`config.mk`:
```
export PLATFORM = sky130hd
export DESIGN_NAME = imu_sample_ram_writer
export DESIGN_NICKNAME = d
export VERILOG_FILES = /design/src/rtl/imu_ram_pkg.sv /design/src/rtl/imu_sample_packer.sv /design/src/rtl/imu_sample_ram_writer.sv
export SDC_FILE = /design/constraint.sdc
export NUM_CORES = 1
export LEC_CHECK = 0
export BUFFER_PORTS_ARGS = -buffer_cell sky130_fd_sc_hd__buf_2
export CAP_MARGIN = 5
export CORE_MARGIN = 5
export CORE_UTILIZATION = 40
export CTS_BUF_LIST = sky130_fd_sc_hd__clkbuf_4 sky130_fd_sc_hd__clkbuf_8 sky130_fd_sc_hd__clkbuf_16
export DETAILED_ROUTE_END_ITERATION = 8
export GPL_TIMING_DRIVEN = 0
export HOLD_SLACK_MARGIN = 0.02
export SYNTH_ARGS = -nofsm -noshare
export SYNTH_HDL_FRONTEND = slang
export SYNTH_HIERARCHICAL = 1
export SYNTH_SLANG_ARGS = --single-unit
```
`constraint.sdc`:
```
create_clock -name clk -period 3.08 [get_ports clk]
set_input_delay 0 -clock clk [delete_from_list [all_inputs] [get_ports clk]]
set_output_delay 0 -clock clk [all_outputs]
set_load 0.01 [all_outputs]
```
`src/rtl/imu_ram_pkg.sv`:
```
// Shared constants, FSM state type and byte-lane helper for the IMU sample RAM writer.
package imu_ram_pkg;

    localparam int unsigned RAM_DEPTH  = 1250;
    localparam int unsigned RAM_ADDR_W = 11;
    localparam int unsigned SAMPLE_W   = 16;
    localparam int unsigned LANES      = 4;

    typedef enum logic {
        ST_FILL,
        ST_WRITE
    } wr_state_e;

    // Two byte lanes per 16-bit sample; count=4 gives 0xFF.
    function automatic logic [7:0] be_from_count(input logic [2:0] count);
        return 8'((9'd1 << {count, 1'b0}) - 9'd1);
    endfunction

endpackage

```
`src/rtl/imu_sample_packer.sv`:
```
// Accumulates 16-bit samples into a 64-bit word, lane 0 in the low bits.
module imu_sample_packer
    import imu_ram_pkg::*;
(
    input  logic                  clk,
    input  logic                  reset,
    input  logic                  accept,
    input  logic                  clear,
    input  logic [SAMPLE_W-1:0]   sample_data,
    output logic [2:0]            fill_count,
    output logic [63:0]           word_next,
    output logic [7:0]            be_next
);

    logic [1:0]  lane_q;
    logic [63:0] data_q;

    // Next-word view includes a sample accepted this cycle so the top can
    // capture the complete word on the same edge.
    always_comb begin
        word_next = data_q;
        if (accept) begin
            word_next[{lane_q, 4'd0} +: SAMPLE_W] = sample_data;
        end
        fill_count = {1'b0, lane_q} + {2'b00, accept};
        be_next    = be_from_count(fill_count);
    end

    always_ff @(posedge clk) begin
        if (reset || clear) begin
            lane_q <= '0;
            data_q <= '0;
        end else if (accept) begin
            lane_q <= lane_q + 2'd1;
            data_q <= word_next;
        end
    end

endmodule

```
`src/rtl/imu_sample_ram_writer.sv`:
```
// Packs IMU samples four per 64-bit word and writes them as an Avalon-MM master
// into a circular sample RAM, with pointer, wrap and drop status for software.
module imu_sample_ram_writer
    import imu_ram_pkg::*;
#(
    parameter int unsigned DEPTH     = RAM_DEPTH,
    parameter int unsigned ADDR_W    = RAM_ADDR_W,
    parameter int unsigned BASE_ADDR = 0
) (
    input  logic                clk,
    input  logic                reset,
    input  logic [15:0]         sample_data,
    input  logic                sample_valid,
    output logic                sample_ready,
    input  logic                flush,
    output logic                flush_done,
    output logic [ADDR_W-1:0]   avm_address,
    output logic                avm_chipselect,
    output logic                avm_write,
    output logic [7:0]          avm_byteenable,
    output logic [63:0]         avm_writedata,
    input  logic                avm_waitrequest,
    output logic [ADDR_W-1:0]   wr_ptr,
    output logic                wrap,
    output logic                overflow,
    output logic [7:0]          drop_count,
    input  logic                clear_status
);

    localparam logic [ADDR_W-1:0] BASE    = ADDR_W'(BASE_ADDR);
    localparam logic [ADDR_W-1:0] PTR_MAX = ADDR_W'(DEPTH - 1);

    wr_state_e   state_q, next_state;
    logic        flush_pending;
    logic        write_is_flush;
    logic        flush_req;
    logic        accept;
    logic        load_word;
    logic        flush_empty;
    logic        complete;
    logic [2:0]  fill_count;
    logic [63:0] word_next;
    logic [7:0]  be_next;

    assign flush_req = flush | flush_pending;

    imu_sample_packer u_packer (
        .clk         (clk),
        .reset       (reset),
        .accept      (accept),
        .clear       (load_word),
        .sample_data (sample_data),
        .fill_count  (fill_count),
        .word_next   (word_next),
        .be_next     (be_next)
    );

    always_ff @(posedge clk) begin
        if (reset) begin
            state_q <= ST_FILL;
        end else begin
            state_q <= next_state;
        end
    end

    // A sample arriving with the flush is counted before the flush decision.
    always_comb begin
        next_state  = state_q;
        accept      = 1'b0;
        load_word   = 1'b0;
        flush_empty = 1'b0;
        complete    = 1'b0;
        case (state_q)
            ST_FILL: begin
                accept = sample_valid & sample_ready;
                if (fill_count == 3'(LANES)) begin
                    next_state = ST_WRITE;
                    load_word  = 1'b1;
                end else if (flush_req) begin
                    if (fill_count != 3'd0) begin
                        next_state = ST_WRITE;
                        load_word  = 1'b1;
                    end else begin
                        flush_empty = 1'b1;
                    end
                end
            end
            ST_WRITE: begin
                if (!avm_waitrequest) begin
                    complete   = 1'b1;
                    next_state = ST_FILL;
                end
            end
            default: next_state = ST_FILL;
        endcase
    end

    always_ff @(posedge clk) begin
        if (reset) begin
            sample_ready   <= 1'b0;
            avm_write      <= 1'b0;
            avm_chipselect <= 1'b0;
            avm_byteenable <= '0;
            avm_writedata  <= '0;
            avm_address    <= '0;
            wr_ptr         <= '0;
            wrap           <= 1'b0;
            flush_done     <= 1'b0;
            flush_pending  <= 1'b0;
            write_is_flush <= 1'b0;
        end else begin
            sample_ready <= (next_state == ST_FILL);
            wrap         <= 1'b0;
            flush_done   <= 1'b0;

            if (load_word) begin
                avm_write      <= 1'b1;
                avm_chipselect <= 1'b1;
                avm_byteenable <= be_next;
                avm_writedata  <= word_next;
                avm_address    <= BASE + wr_ptr;
                write_is_flush <= flush_req;
            end

            if (complete) begin
                avm_write      <= 1'b0;
                avm_chipselect <= 1'b0;
                if (wr_ptr == PTR_MAX) begin
                    wr_ptr <= '0;
                    wrap   <= 1'b1;
                end else begin
                    wr_ptr <= wr_ptr + 1'b1;
                end
                if (write_is_flush) begin
                    flush_done <= 1'b1;
                end
            end

            if (flush_empty) begin
                flush_done <= 1'b1;
            end

            if ((complete && write_is_flush) || flush_empty) begin
                flush_pending <= 1'b0;
            end else if (flush) begin
                flush_pending <= 1'b1;
            end
        end
    end

    // Clear takes priority over a drop in the same cycle.
    always_ff @(posedge clk) begin
        if (reset || clear_status) begin
            overflow   <= 1'b0;
            drop_count <= '0;
        end else if (sample_valid && !sample_ready) begin
            overflow <= 1'b1;
            if (drop_count != 8'hFF) begin
                drop_count <= drop_count + 8'd1;
            end
        end
    end

endmodule

```
Yosys cells after proc, flatten, opt, wreduce, memory -nomap -nowiden. Cells that the tools add are included.

Flip-flop bits (word level): 176. Bits in latches: 0. Memory bits (writable): 0. Bits in read-only memories: 0. Output and inout bits: 108. Memories: 0.

Add/sub/neg operators: 6. $mul: 0. Divide/modulo/power cells: 0. Magnitude comparators: 0. Eq/ne operators: 3. Shift operators: 3. Multiplexer cells: 20. Bitwise gates (word level): 5. Reductions and logical operators: 11.

Operators with widths (count): $bwmux W64 (1); $mux W64 (1); $shift A16 B8 Y64 const A (1); $shiftx A16 B8 Y64 (1); $mux W1 (16); $add A11 B1 Y11 const B (1); $eq A11 B11 Y1 const B (1); $mux W11 (1); $add A8 B1 Y8 const B (1); $ne A8 B8 Y1 const B (1); $neg A6 Y8 (1); $shl A1 B4 Y8 const A (1); $sub A8 B1 Y8 const B (1); $reduce_or A2 Y1 (3); $add A2 B1 Y3 (1); $eq A3 B3 Y1 const B (1); $logic_or A1 B1 Y1 (3); $not A1 Y1 (3); $reduce_bool A3 Y1 (1); $add A2 B1 Y2 const B (1); $logic_and A1 B1 Y1 (2); $pmux W1 S2 (1); $reduce_and A2 Y1 (1); $and A1 B1 Y1 (1); 2 further kinds (2).

Depth between registers and ports, before layout. Gate-level depths: netlist (run 1).

Depth after elaboration: 10. Gate-level depth with buffers: 14. Gate-level depth less buffers: 10.

By module. Netlist (run 1), hierarchy kept.

Modules (own cells, without submodules): imu_sample_ram_writer (instances 1, cells each 502, area an instance 4127.7 um2); imu_sample_packer (instances 1, cells each 299, area an instance 3044.2 um2).

Least setup slack after synthesis (run 1). OpenSTA, ideal clock, no wires.

Path type: register to register. From: register state_q. To: register u_packer.data_q[10]. Arrival: 2.952 ns. Data required time: 3.019 ns. Setup slack: 0.068 ns. Stages on the path, launching flop included: 15. Clock period less this slack: 3.012 ns. Cell sequence: dfxtp_1 -> buf_2 -> inv_1 -> and3_1 -> ha_1 -> ha_1 -> or3_4 -> o311ai_2 -> inv_2 -> clkbuf_1 -> or2_1 -> buf_2 -> a21oi_4 -> buf_2 -> a32o_1.

Cells in the longest elaborated chain, start to end: 8.

Ends and longest elaborated chain: start: declaration (RTL line imu_sample_ram_writer.sv:33) `wr_state_e state_q, next_state;`; start signal: assignment (RTL line imu_sample_ram_writer.sv:62) `state_q <= next_state;`; $mux W1 * (RTL line imu_sample_ram_writer.sv:73) `case (state_q)`; net accept (RTL line imu_sample_ram_writer.sv:37) `logic accept;`; $add A2 B1 Y3 * (RTL line imu_sample_packer.sv:25) `fill_count = {1'b0, lane_q} + {2'b00, accept};`; net fill_count[1] (RTL line imu_sample_ram_writer.sv:41) `logic [2:0] fill_count;`; $reduce_bool A3 Y1 (RTL line imu_sample_ram_writer.sv:80) `if (fill_count != 3'd0) begin`; $mux W1 (RTL line imu_sample_ram_writer.sv:80); $mux W1 (RTL line imu_sample_ram_writer.sv:79) `end else if (flush_req) begin`; $mux W1 * (RTL line imu_sample_ram_writer.sv:76) `if (fill_count == 3'(LANES)) begin`; $mux W1 * (RTL line imu_sample_ram_writer.sv:73); net load_word (RTL line imu_sample_ram_writer.sv:38) `logic load_word;`; $logic_or A1 B1 Y1 * (RTL line imu_sample_packer.sv:30) `if (reset || clear) begin`; end signal: assignment (RTL line imu_sample_packer.sv:35) `data_q <= word_next;`; end: declaration (RTL line imu_sample_packer.sv:16) `logic [63:0] data_q;`.

Mark *: on every way through the listed nets, which the timed path passes. The rest lies on a longest branch. A chain may end at the register's enable or synchronous reset.

Worst setup path after layout (run 1).
From: register state_q. To: register u_packer.data_q[0].

Cells in the longest elaborated chain, start to end: 8.

Ends and longest elaborated chain (RTL line): $mux W1 * (imu_sample_ram_writer.sv:73); net accept (imu_sample_ram_writer.sv:37); $add A2 B1 Y3 * (imu_sample_packer.sv:25); net fill_count[1] (imu_sample_ram_writer.sv:41); $reduce_bool A3 Y1 (imu_sample_ram_writer.sv:80); $mux W1 (imu_sample_ram_writer.sv:80); $mux W1 (imu_sample_ram_writer.sv:79); $mux W1 * (imu_sample_ram_writer.sv:76); $mux W1 * (imu_sample_ram_writer.sv:73); $logic_or A1 B1 Y1 * (imu_sample_packer.sv:30).

Marks and branches as above.

==> run summary, run 1 <==
Commonest non-fill, non-tap cell in the layout - nand2_1
Via-to-Cell Ratio - 5.086
Max_cap viols - 0
Most frequent cells in the layout - nand2_1, dfxtp_1, buf_2, a21oi_1, nor2_1
Die area - 20710 sq um
Final worst-path cycle share - 93.86%
Synth Register Bits - 176
Vias - 6159
Final ANT Viol Nets - 0
Core area - 17780 sq um
Mean post-synth cell area - 8.954 sq um
Comb pwr share - 32.7%
Sw Pwr - 2.561 mW
Die width - 143.9 um
Critical path arrival - 3.26 ns
CP Capture Type - flop
ANT cells - 0
Initial drt markers - 331
Worst setup SP type - flop
Total Nets Final - 1002
Dpl cells - 1159
WP data required - 3.45 ns
GPL Wtd Cong - 0.8332
Starting Density - 40.34%
Row cnt - 49
PD cells - 802.1 nW/um^2
Clock Pin Slew Worst Setup and Hold Paths - 0.07 ns
Hpwl dp - 14430 um
Worst VDD drop - 0.0004755 V
Hold Path Class - in -> reg
Io pins - 130
Status - completed
Mapped Cells - 801
Share of layout cells above drive strength 1 - 24.03%
Vias in the first global route - 5920
CTS buffer count - 17
Clock Power Share - 32.3%
Final Max Slew Viols - 0
Overall Global Routing Usage - 19.13%
Final Hold Violating Endpoints - 0
Fmax - 0.3459 GHz
Actual slew at the worst max-slew pin - 0.5752 ns
GRT overflow - 0
First-pass GRT wire length - 31210 um
Kind of critical path - reg -> reg
Post-layout instance area - 8966 sq um
Sw Ratio - 35.61%
Non-Filler Instances - 1211
DRC Markers - 0
Clk sinks - 176
Mapped Area - 7172 sq um
Worst-path fanout max - 9
Post-synth EDFFs - 0
Pin count of the biggest net entering global routing - 17
Final Setup Violations - 0
Unrepaired setup endpoints after global routing - false
YS warnings - 6
Sequential area share after synthesis - 49.13%
Deepest level of the CTS H-tree - 4
Final worst clock skew - 0.005518 ns
Pwr Total - 7.192 mW
Ys flop type - dfxtp_1
Synth cell types - 53
Clock latency on the worst-skew pair - 0.43 ns
Cell Int Power - 4.631 mW
Initial antenna violation count - 0
Synth top area cells - dfxtp_1, nand2_1, a21oi_1
Post-synthesis net count - 834
Die H - 143.9 um
CTS tree - built
Area Growth Syn to Fin - 25.02%
Drt pass-1 iters - 5
Placed Area - 8104 sq um
CTS root buffer - clkbuf_16
Routed Wire Length - 19660 um
Slew HR - 61.66%
Wire length per cell - 16.23 um
Period minus WS final - 2.891 ns
Port Buffers - 129
CTS Buffer Depth - 2
Sequential Power Share - 35.1%
Synth async-reset ratio - 0%
Pleak - 3.827 nW
Yosys top cell by area - dfxtp_1
Yosys top cell area share - 49.13%
## layer usage
layer  share of wire (%)  vias up  global-route usage (%)
li1                    -     3100                       -
met1                  47     2909                   26.46
met2                  47      132                   30.67
met3                 4.8       18                   3.661
met4                 1.3        0                   5.154
met5                   0        -                       0
## worst paths after layout
| path | from | end | slack, ns | depth (start not counted) |
|---|---|---|---|---|
| max | state_q$_SDFF_PP0_ | u_packer/data_q[0]$_SDFFE_PP0P_ | 0.19 | 13 |
| min | sample_valid | overflow$_SDFFE_PP0P_ | 0.04 | 4 |
| max reg2reg | state_q$_SDFF_PP0_ | u_packer/data_q[0]$_SDFFE_PP0P_ | 0.19 | 13 |
| min reg2reg | avm_address[6]$_SDFFE_PP0P_ | avm_address[6]$_SDFFE_PP0P_ | 0.45 | 2 |
## cell usage after synthesis (9+ instances only)
| library cell | instances |
|---|---|
| nand2_1 | 178 |
| dfxtp_1 | 176 |
| a21oi_1 | 89 |
| nor2_1 | 54 |
| a22o_1 | 30 |
| clkbuf_1 | 28 |
| inv_1 | 28 |
| and2_1 | 25 |
| a32o_1 | 21 |
| a32oi_1 | 21 |
| buf_6 | 15 |
| buf_2 | 14 |
| a22o_2 | 12 |
| and4b_1 | 12 |
| ha_1 | 11 |
| nor2b_1 | 9 |
## metrics by stage
step                      TNS (ns)  hold slack, ns  util [%]  worst slack [ns]
after floorplan                  0          0.1300         -           0.06791
after global placement      -23.67          0.2941     45.58           -0.4967
after detailed placement    -24.34          0.2956     45.58           -0.4973
after CTS                        0         0.02076     50.32           0.02760
after global routing             0         0.06586     50.43           0.05413
final                            0         0.03511     50.43            0.1890
## state kept, by name, summed over array words and instances (netlist names)
signal           flops
avm_writedata       64
u_packer/data_q     64
avm_address         11
wr_ptr              11
avm_byteenable       8
drop_count           8
u_packer/lane_q      2
avm_write            1
flush_done           1
flush_pending        1
overflow             1
sample_ready         1
state_q              1
wrap                 1
write_is_flush       1
## what timing repair did
action | CTS | global route
hold buffers | 18 | 0
endpoints found under the hold margin | 35 | 0
buffers inserted | 3 | 0
pin swaps | 0 | 0
endpoints found under the setup margin | 64 | 70
gates resized for setup | 6 | 11
## kinds of logic (layout without fill, tap and decap cells)
logic type	after synthesis	in the layout	synth area share (%)
simple gates	318	318	20.67
compound gates	188	188	19.30
flops	176	176	49.13
buf+inv	92	273	7.013
xor+xnor	15	15	1.832
fa+ha+maj	11	11	1.919
mux	1	1	0.1396
## final cells by class
cell class              count  area (sq um)
plain buffers              62         406.6
flip-flops and latches    176          3523
fillers                  1792          8813
clock buffers              17         425.4
repair buffers            150         848.3
well taps                 229         286.5
clock inverters            15         207.7
inverters                  29         108.9
multi-input cells         533          3159
## worst max-delay path: stages, from the launching register on
cell	delay (ns)
dfxtp_1	0.30
clkbuf_4	0.17
inv_1	0.09
and3_4	0.24
ha_1	0.17
ha_2	0.31
or3_4	0.42
o311ai_2	0.14
inv_2	0.13
or2_1	0.24
buf_2	0.19
a21oi_4	0.15
buf_4	0.17
a32o_1	0.12
## power by group through the flow
| stage | sequential (mW) | clock (mW) | combinational [mW] |
|---|---|---|---|
| after floorplan | 2.59 | 0 | 1.57 |
| after global placement | 2.57 | 0 | 2.26 |
| after CTS | 2.52 | 2.36 | 2.34 |
| after global routing | 2.54 | 2.47 | 2.60 |
| final | 2.52 | 2.32 | 2.35 |
| after detailed placement | 2.57 | 0 | 2.26 |
Note: power is estimated with default switching activity, not from simulation.
==> run 2, diff against run 1 <==
--- a/config.mk
+++ b/config.mk
@@ -11,3 +11,3 @@
 export CORE_UTILIZATION = 40
-export CTS_BUF_LIST = sky130_fd_sc_hd__clkbuf_4 sky130_fd_sc_hd__clkbuf_8 sky130_fd_sc_hd__clkbuf_16
+export CTS_BUF_LIST = sky130_fd_sc_hd__clkbuf_2 sky130_fd_sc_hd__clkbuf_4 sky130_fd_sc_hd__clkbuf_8
 export DETAILED_ROUTE_END_ITERATION = 8
--- a/constraint.sdc
+++ b/constraint.sdc
@@ -3,2 +3,2 @@
 set_output_delay 0 -clock clk [all_outputs]
-set_load 0.01 [all_outputs]
+set_load 0.1 [all_outputs]
==> run summary, run 2 (same netlist as run 1, synthesis figures left out) <==
Top Layer Used - met4
Pwr Total - 7.114 mW
Period minus WS final - 2.898 ns
Final Hold Violating Endpoints - 0
Clk sinks - 176
Final worst clock skew - 0.008054 ns
Final Setup Violations - 0
Worst setup SP type - flop
CTS buffer count - 17
Sequential Power Share - 35.5%
Final Core Density - 49.28%
Core area - 17780 sq um
Total Nets Final - 1004
Drt pass-1 iters - 4
Slew HR - 57.76%
CP Capture Type - flop
Critical path arrival - 3.30 ns
Port Buffers - 129
RR Endpoint - u_packer/data_q[1]$_SDFFE_PP0P_
Final ANT Viol Nets - 0
Family with the most delay on the worst path - simple AND/OR/NAND/NOR gates
Metal-1 WL - 9179 um
Hold Crit Endpoint - wr_ptr[7]$_SDFFE_PP0N_
Io pins - 130
CTS root buffer - clkbuf_8
R2R setup slack - 0.18 ns
GRT overflow - 0
Clock Pin Slew Worst Setup and Hold Paths - 0.09 ns
FILL cells - 1816
Hold Path Class - in -> reg
Status - completed
Vias - 6246
Hpwl dp - 14490 um
Final Max Slew Viols - 0
Kind of critical path - reg -> reg
Initial drt markers - 263
Clock Power Share - 22.9%
ANT cells - 0
Die H - 143.9 um
Cell Int Power - 4.036 mW
WP data required - 3.48 ns
Crit path cell chain - clkbuf_4, inv_1, and3_2, ha_1, ha_2, or3_4, o311ai_2, inv_2, or2_1, buf_2, a21oi_4, buf_4, a32o_1
Worst Hold Depth - 3
Most frequent cells in the layout - nand2_1, dfxtp_1, buf_2, a21oi_1, nor2_1
Largest registers - avm_writedata (64), u_packer/data_q (64)
Actual slew at the worst max-slew pin - 0.6336 ns
PD cells - 811.9 nW/um^2
DR WL met2 - 9317 um
First-pass GRT wire length - 31150 um
Vias in the first global route - 5851
Via-to-Cell Ratio - 5.149
Setup TNS - 0 ns
Min Hold Slack - 0.07516 ns
Worst min-delay path startpoint - reset
Unrepaired setup endpoints after global routing - false
Starting Density - 40.34%
Share of layout cells above drive strength 1 - 24.09%
Area Growth Syn to Fin - 22.17%
Comb pwr share - 41.6%
CTS Buffer Depth - 2
Buf/Inv on CP - 5
Number of cells on the worst reg-to-reg path - 13
Pin count of the biggest net entering global routing - 17
CTS tree - built
Wire length per cell - 16.17 um
Sw Pwr - 3.078 mW
Row cnt - 49
GPL Wtd Cong - 0.8547
DR WL met3 - 830 um
Worst-path fanout max - 9
Crit path max-delay cell type - or3_4
Final worst-path cycle share - 94.09%
Die width - 143.9 um
Commonest non-fill, non-tap cell in the layout - nand2_1
Reg-to-Reg Start - state_q$_SDFF_PP0_
Pleak - 3.729 nW
Initial antenna violation count - 0
Overall Global Routing Usage - 19.14%
Clock latency on the worst-skew pair - 0.45 ns
Fmax - 0.3451 GHz
Deepest level of the CTS H-tree - 4
Sw Ratio - 43.27%
Worst VDD drop - 0.0006426 V
Die area - 20710 sq um
Biggest cell delay along the critical path - 0.42 ns
Routed Wire Length - 19610 um
Worst setup path start - state_q$_SDFF_PP0_
DRC Markers - 0
Max_cap viols - 0
-- run 2: changes by cell type in the layout (fill, tap and decap cells not counted), moves of 2 or more --
| cell | delta |
|---|---|
| bufinv_16 | -2 |
| clkbuf_16 | -17 |
| clkbuf_2 | -3 |
| clkbuf_4 | +2 |
| clkbuf_8 | +18 |
-- run 2: layout make-up --
type | instances | area [sq um] | area share [%]
buffer | 62 | 410.4 | 4.684
clock buffer | 18 | 247.7 | 2.827
clock inverter | 14 | 155.1 | 1.771
inverter | 29 | 108.9 | 1.242
multi-input combinational | 533 | 3161 | 36.07
sequential | 176 | 3527 | 40.25
tap | 229 | 286.5 | 3.270
timing repair buffer | 152 | 865.8 | 9.881
-- run 2: per-layer routing --
metal | track usage (%) | vias to the layer above
li1 | - | 3098
met3 | 3.394 | 20
met1 | 26.26 | 3004
met2 | 30.65 | 124
met5 | 0 | -
met4 | 6.145 | 0
-- run 2: through the flow --
step / setup WS (ns) / cells / instance area, sq um
floorplan: 0.06187 / 801 / 7176
detailed placement: -0.5395 / 1159 / 8108
CTS: 0.005085 / 1213 / 8742
global placement: -0.5214 / 1159 / 8108
global route: 0.007699 / 1213 / 8762
finish: 0.1821 / 1213 / 8762
-- run 2: worst register-to-register path: stages (launching register included) --
cell and delay (ns):
dfxtp_1 0.32, clkbuf_4 0.18, inv_1 0.08, and3_2 0.24, ha_1 0.23, ha_2 0.30
or3_4 0.42, o311ai_2 0.15, inv_2 0.08, or2_1 0.23, buf_2 0.18, a21oi_4 0.15
buf_4 0.17, a32o_1 0.12
-- run 2: worst max path at each step --
| stage | to | slack [ns] | cells past startpoint |
|---|---|---|---|
| 2_1_floorplan | u_packer/data_q[10]$_SDFFE_PP0P_ | 0.06 | 12 |
| 3_3_place_gp | u_packer/data_q[7]$_SDFFE_PP0P_ | -0.52 | 12 |
| 3_5_place_dp | u_packer/data_q[5]$_SDFFE_PP0P_ | -0.54 | 12 |
| 4_1_cts | u_packer/data_q[1]$_SDFFE_PP0P_ | 0.005 | 12 |
| 5_1_grt | u_packer/data_q[6]$_SDFFE_PP0P_ | 0.008 | 13 |
| 6_report | u_packer/data_q[1]$_SDFFE_PP0P_ | 0.18 | 13 |
-- run 2: repair_timing --
action / in CTS / in global routing
setup buffers: 4 / 0
gates resized for setup: 8 / 8
pin swaps: 0 / 0
setup endpoints to repair: 66 / 102
endpoints found under the hold margin: 55 / 0
hold buffers: 19 / 0
-- run 2: power groups by stage --
stage          combinational [mW]  sequential, mW  clock, mW
4_1_cts                      2.95            2.53       1.68
3_3_place_gp                 2.85            2.57          0
3_5_place_dp                 2.85            2.58          0
5_1_grt                      3.21            2.55       1.76
2_1_floorplan                1.61            3.14          0
6_report                     2.96            2.52       1.63
